==> config.mk <==
export PLATFORM = sky130hd
export DESIGN_NAME = logic_eval_rr_arbiter
export DESIGN_NICKNAME = d
export VERILOG_FILES = /design/src/rtl/logic_eval_rr_arbiter.sv
export SDC_FILE = /design/constraint.sdc
export NUM_CORES = 1
export LEC_CHECK = 0
export CAP_MARGIN = 20
export CORE_MARGIN = 2
export CORE_UTILIZATION = 42
export CTS_CLUSTER_SIZE = 8
export DETAILED_ROUTE_END_ITERATION = 8
export MAX_ROUTING_LAYER = met4
export PLACE_DENSITY = 0.77
export SLEW_MARGIN = 15
export SYNTH_ARGS = -nofsm -noshare
export SYNTH_HDL_FRONTEND = slang
export SYNTH_SLANG_ARGS = --single-unit
==> constraint.sdc <==
create_clock -name clk -period 1.85 [get_ports clk]
set_input_delay 0.4625 -clock clk [delete_from_list [all_inputs] [get_ports clk]]
set_output_delay 0.4625 -clock clk [all_outputs]
set_load 0.03 [all_outputs]
==> src/rtl/logic_eval_rr_arbiter.sv <==
// Round-robin arbiter that shares one registered (a & b) | c evaluator among NUM_REQ requesters.
// Define LOGIC_EVAL_STATS_EN to add the saturating served_cnt response counter.
module logic_eval_rr_arbiter #(
    parameter int NUM_REQ = 4,
    parameter int ID_W    = 2
) (
    input  logic               clk,
    input  logic               rst_n,
    input  logic [NUM_REQ-1:0] req_valid,
    input  logic [NUM_REQ-1:0] req_a,
    input  logic [NUM_REQ-1:0] req_b,
    input  logic [NUM_REQ-1:0] req_c,
    output logic [NUM_REQ-1:0] req_ready,
    output logic               rsp_valid,
    input  logic               rsp_ready,
    output logic               rsp_y,
    output logic [ID_W-1:0]    rsp_id,
    output logic               busy
`ifdef LOGIC_EVAL_STATS_EN
    ,
    output logic [15:0]        served_cnt
`endif
);

    localparam int SLOTS = 1 << ID_W;

    typedef enum logic [1:0] {
        IDLE = 2'd0,
        EVAL = 2'd1,
        RESP = 2'd2
    } state_t;

    state_t            state_q, state_d;
    logic [ID_W-1:0]   rr_ptr_q, rr_ptr_d;
    logic              cap_a_q, cap_a_d;
    logic              cap_b_q, cap_b_d;
    logic              cap_c_q, cap_c_d;
    logic [ID_W-1:0]   cap_id_q, cap_id_d;
    logic              rsp_y_q, rsp_y_d;
    logic [ID_W-1:0]   rsp_id_q, rsp_id_d;

    logic [SLOTS-1:0]  valid_pad;
    logic [SLOTS-1:0]  a_pad;
    logic [SLOTS-1:0]  b_pad;
    logic [SLOTS-1:0]  c_pad;

    logic              win_found;
    logic [ID_W-1:0]   win_idx;
    logic [ID_W:0]     scan_sum;
    logic              idle;
    logic              grant;
    logic              rsp_hs;

    // Pad request vectors out to a power of two so an ID_W-bit index always lands in range.
    generate
        for (genvar gi = 0; gi < SLOTS; gi++) begin : g_pad
            if (gi < NUM_REQ) begin : g_real
                assign valid_pad[gi] = req_valid[gi];
                assign a_pad[gi]     = req_a[gi];
                assign b_pad[gi]     = req_b[gi];
                assign c_pad[gi]     = req_c[gi];
            end else begin : g_empty
                assign valid_pad[gi] = 1'b0;
                assign a_pad[gi]     = 1'b0;
                assign b_pad[gi]     = 1'b0;
                assign c_pad[gi]     = 1'b0;
            end
        end
    endgenerate

    // Scan from the highest offset down so the lowest offset from rr_ptr wins.
    always_comb begin
        win_found = 1'b0;
        win_idx   = '0;
        scan_sum  = '0;
        for (int k = NUM_REQ - 1; k >= 0; k--) begin
            scan_sum = {1'b0, rr_ptr_q} + (ID_W+1)'(k);
            if (scan_sum >= (ID_W+1)'(NUM_REQ)) begin
                scan_sum = scan_sum - (ID_W+1)'(NUM_REQ);
            end
            if (valid_pad[scan_sum[ID_W-1:0]]) begin
                win_found = 1'b1;
                win_idx   = scan_sum[ID_W-1:0];
            end
        end
    end

    assign idle   = (state_q == IDLE);
    assign grant  = idle && win_found;
    assign rsp_hs = (state_q == RESP) && rsp_ready;

    // The grant is gated by rst_n so req_ready is low while reset is held, even with requests pending.
    generate
        for (genvar gi = 0; gi < NUM_REQ; gi++) begin : g_ready
            assign req_ready[gi] = rst_n && grant && (win_idx == ID_W'(gi));
        end
    endgenerate

    always_comb begin
        state_d  = state_q;
        rr_ptr_d = rr_ptr_q;
        cap_a_d  = cap_a_q;
        cap_b_d  = cap_b_q;
        cap_c_d  = cap_c_q;
        cap_id_d = cap_id_q;
        rsp_y_d  = rsp_y_q;
        rsp_id_d = rsp_id_q;
        case (state_q)
            IDLE: begin
                if (win_found) begin
                    cap_a_d  = a_pad[win_idx];
                    cap_b_d  = b_pad[win_idx];
                    cap_c_d  = c_pad[win_idx];
                    cap_id_d = win_idx;
                    state_d  = EVAL;
                end
            end
            EVAL: begin
                rsp_y_d  = (cap_a_q & cap_b_q) | cap_c_q;
                rsp_id_d = cap_id_q;
                state_d  = RESP;
            end
            RESP: begin
                if (rsp_ready) begin
                    state_d = IDLE;
                    if (cap_id_q == ID_W'(NUM_REQ - 1)) begin
                        rr_ptr_d = '0;
                    end else begin
                        rr_ptr_d = cap_id_q + ID_W'(1);
                    end
                end
            end
            default: begin
                state_d = IDLE;
            end
        endcase
    end

    always_ff @(posedge clk or negedge rst_n) begin
        if (!rst_n) begin
            state_q  <= IDLE;
            rr_ptr_q <= '0;
            cap_a_q  <= 1'b0;
            cap_b_q  <= 1'b0;
            cap_c_q  <= 1'b0;
            cap_id_q <= '0;
            rsp_y_q  <= 1'b0;
            rsp_id_q <= '0;
        end else begin
            state_q  <= state_d;
            rr_ptr_q <= rr_ptr_d;
            cap_a_q  <= cap_a_d;
            cap_b_q  <= cap_b_d;
            cap_c_q  <= cap_c_d;
            cap_id_q <= cap_id_d;
            rsp_y_q  <= rsp_y_d;
            rsp_id_q <= rsp_id_d;
        end
    end

    assign rsp_valid = (state_q == RESP);
    assign rsp_y     = rsp_y_q;
    assign rsp_id    = rsp_id_q;
    assign busy      = !idle;

`ifdef LOGIC_EVAL_STATS_EN
    logic [15:0] served_q, served_d;

    always_comb begin
        served_d = served_q;
        if (rsp_hs && (served_q != 16'hFFFF)) begin
            served_d = served_q + 16'd1;
        end
    end

    always_ff @(posedge clk or negedge rst_n) begin
        if (!rst_n) begin
            served_q <= 16'd0;
        end else begin
            served_q <= served_d;
        end
    end

    assign served_cnt = served_q;
`else
    logic unused_hs;
    assign unused_hs = rsp_hs;
`endif

endmodule

==> results.sh <==
export IMPL_worst_setup_path_type="reg2out"
export IMPL_drive_gt1_share_pct=39.8
export IMPL_first_iter_violations=8
export IMPL_peakVddDrop_uv=1180
export IMPL_slew_viol_final=0
export IMPL_timing_critical_path_cells="buf_12, a21boi_4, o22ai_4, nor2_4, nand3_4, nor2_4, buf_6"
export IMPL_p_leak_nw=0.576
export IMPL_num_vias=757
export IMPL_setup_viol=4
export IMPL_synth_seq_cells=12
export IMPL_initial_utilization_pct=46.1
export IMPL_cp_max_fo=4
export IMPL_p_clk_share_pct=11.2
export IMPL_maxSlewHeadroom_pct=79.6
export IMPL_drc=0
export IMPL_antenna_found_initial=0
export IMPL_wirelength_um=2020
export IMPL_critPathLaunchType="flop"
export IMPL_ant_nets=0
export IMPL_rsz0062_at_grt="true"
export IMPL_sw_frac_of_total_pct=41.6
export IMPL_worst_ep_arrival_time_ns=1.70
export IMPL_cts_htree_levels=1
export IMPL_num_rows=14
export IMPL_io_buffers=27
export IMPL_finalCritPeriodShare_pct=117
export IMPL_yosysWarnings=0
export IMPL_pre_cts_ws_ns=-0.579
export IMPL_slowest_stage="dfrtp_2"
export IMPL_drt_pass1_iter_count=4
export IMPL_synth_cells=75
export IMPL_clk_pin_slew_ns=0.08
export IMPL_fin_ws_ns=-0.310
export IMPL_synth_area_um2=719
export IMPL_postSynthAreaPerCell_um2=9.59
export IMPL_outcome="complete, but fails checks"
export IMPL_synthDominantCellAreaShare_pct=41.7
export IMPL_gp_congestion=0.809
export IMPL_clock_path_buffers=2
export IMPL_worst_pin_slew_ns=0.305
export IMPL_nets=144
export IMPL_grt_pass1_wl_um=3110
export IMPL_post_drt_wl_per_cell_um=14.5
export IMPL_min_period_ns=2.16
export IMPL_die_w_um=45.4
export IMPL_cts_sinks=12
export IMPL_die_area_um2=2060
export IMPL_maxCapViolCount=0
export IMPL_cts_tree="built"
export IMPL_gr_usage_all_layers_pct=22.6
export IMPL_grt_pass1_vias=752
export IMPL_cp_end_kind="output port"
export IMPL_p_int_mw=1.12
export IMPL_synth_top_cell_by_area="dfrtp_1"
export IMPL_coreArea_um2=1560
export IMPL_dp_hpwl_um=1440
export IMPL_fin_skew_ns=0.00646
export IMPL_io_pins=28
export IMPL_violations="setup timing"
export IMPL_synth_common_cells="nand2_1, dfrtp_1, o21ai_0"
export IMPL_finalHoldViolCount=0
export IMPL_synth_edf_count=0
export IMPL_max_stage_delay_ns=0.47
export IMPL_power_switching_mw=0.798
export IMPL_grt_max_degree=13
export IMPL_synth_area_top_cells="dfrtp_1, nand2_1, mux2i_1, mux2_2, a211o_1"
export IMPL_fmax_ghz=0.463
export IMPL_p_per_area_nw_per_um2=1490
export IMPL_hold_path_class="reg2reg"
export IMPL_syn2layout_area_growth_pct=78.4
export IMPL_synth_flop_cell="dfrtp_1"
export IMPL_yosysMostFrequentCell="nand2_1"
export IMPL_diodes=0
export IMPL_cts_buffers=3
export IMPL_grt_overflow_total=0
export IMPL_pwr_share_comb_pct=63.1
export IMPL_synth_cell_type_count=28
export IMPL_cts_root_buffer="clkbuf_4"
export IMPL_synth_fp_nets=95
export IMPL_critPathRequiredTime_ns=1.39
export IMPL_synth_async_sr_flop_share_pct=100
export IMPL_die_h_um=45.4
export IMPL_cpMostUsedCell="nor2_4"
export IMPL_yosysSeqAreaShare_pct=41.7
export IMPL_clk_latency_ns=0.29
export IMPL_vias_per_cell=5.45
export IMPL_power_frac_seq_pct=25.8
export IMPL_fin_tns_setup_ns=-1.19
## placed cells by master (no fill, tap or decap), types with 5 or more instances in the layout
| cell type | instances |
|---|---|
| o21ai_0 | 5 |
| clkdlybuf4s50_1 | 17 |
| dfrtp_1 | 11 |
| nand2_1 | 12 |
| buf_6 | 6 |
| buf_4 | 16 |
## power groups by stage
stage	Sequential, mW	Combinational [mW]	Clock [mW]
after detailed placement	0.491	1.04	0
after floorplan	0.515	0.644	0
after CTS	0.496	1.16	0.216
final	0.494	1.21	0.215
after global routing	0.511	1.30	0.232
after global placement	0.484	1.01	0
## stage by stage
stage / util (%) / area [µm²] / hold WS [ns] / instances / power [mW]
2_1_floorplan: - / 777 / 0.167 / 75 / 1.16
3_3_place_gp: 72.6 / 1130 / 0.466 / 129 / 1.50
3_5_place_dp: 72.6 / 1130 / 0.494 / 129 / 1.53
4_1_cts: 80.7 / 1260 / 0.511 / 136 / 1.87
5_1_grt: 82.3 / 1280 / 0.536 / 139 / 2.04
6_report: 82.3 / 1280 / 0.504 / 139 / 1.92
## worst paths after layout
| kind | slack, ns | from | end | cells after the start |
|---|---|---|---|---|
| max in group asynchronous | 1.01 | rst_n | rr_ptr_q[1] | 2 |
| max reg2reg | 0.09 | rr_ptr_q[1] | cap_b_q | 8 |
| min | 0.50 | cap_a_q | cap_a_q | 2 |
| max | -0.31 | rr_ptr_q[1] | req_ready[3] | 7 |
| min in group asynchronous | 0.68 | rst_n | rr_ptr_q[0] | 2 |
| min reg2reg | 0.50 | cap_a_q | cap_a_q | 2 |
## sequential cells by signal (all words and copies together) (netlist names)
name / count
cap_a_q: 1
rsp_id: 2
cap_c_q: 1
rsp_y: 1
rr_ptr_q: 2
state_q: 2
cap_id_q: 2
cap_b_q: 1
## critical path, delay by kind of cell (launching register included)
family,cells,cell delay (ns)
DFF,1,0.47
and+or+nand+nor,3,0.39
buffers and inverters,2,0.28
AOI/OAI and AO/OA,2,0.27
## cell type report
type	count	area [µm²]
Multi-Input combinational cell	58	485
Timing Repair Buffer	46	424
Sequential cell	12	302
Fill cell	102	275
Clock buffer	4	36.3
Tap cell	16	20.0
Inverter	3	16.3
## cells by family after synthesis
family	synth area share [%]
AND/OR/NAND/NOR	20.9
AO/OA/AOI/OAI	20.7
flip-flops	41.7
multiplexers	10.3
buffers and inverters	4.70
adder cells (fa/ha/maj)	1.74
## repair_timing
action | 4_1_cts | 5_1_grt
buffers inserted | 3 | 3
gates resized for setup | 20 | 6
hold buffers | 0 | 0
endpoints found under the setup margin | 9 | 5
pin swaps | 8 | 8
hold endpoints to repair | 0 | 0
## layer usage
metal | up-vias | track usage, % | wire, µm
li1 | 373 | - | -
met1 | 361 | 25.6 | 819
met2 | 18 | 35.8 | 1070
met3 | 5 | 7.54 | 92
met4 | 0 | 10.6 | 37
met5 | - | - | 0
No activity file was read; power rests on OpenSTA's default activity.
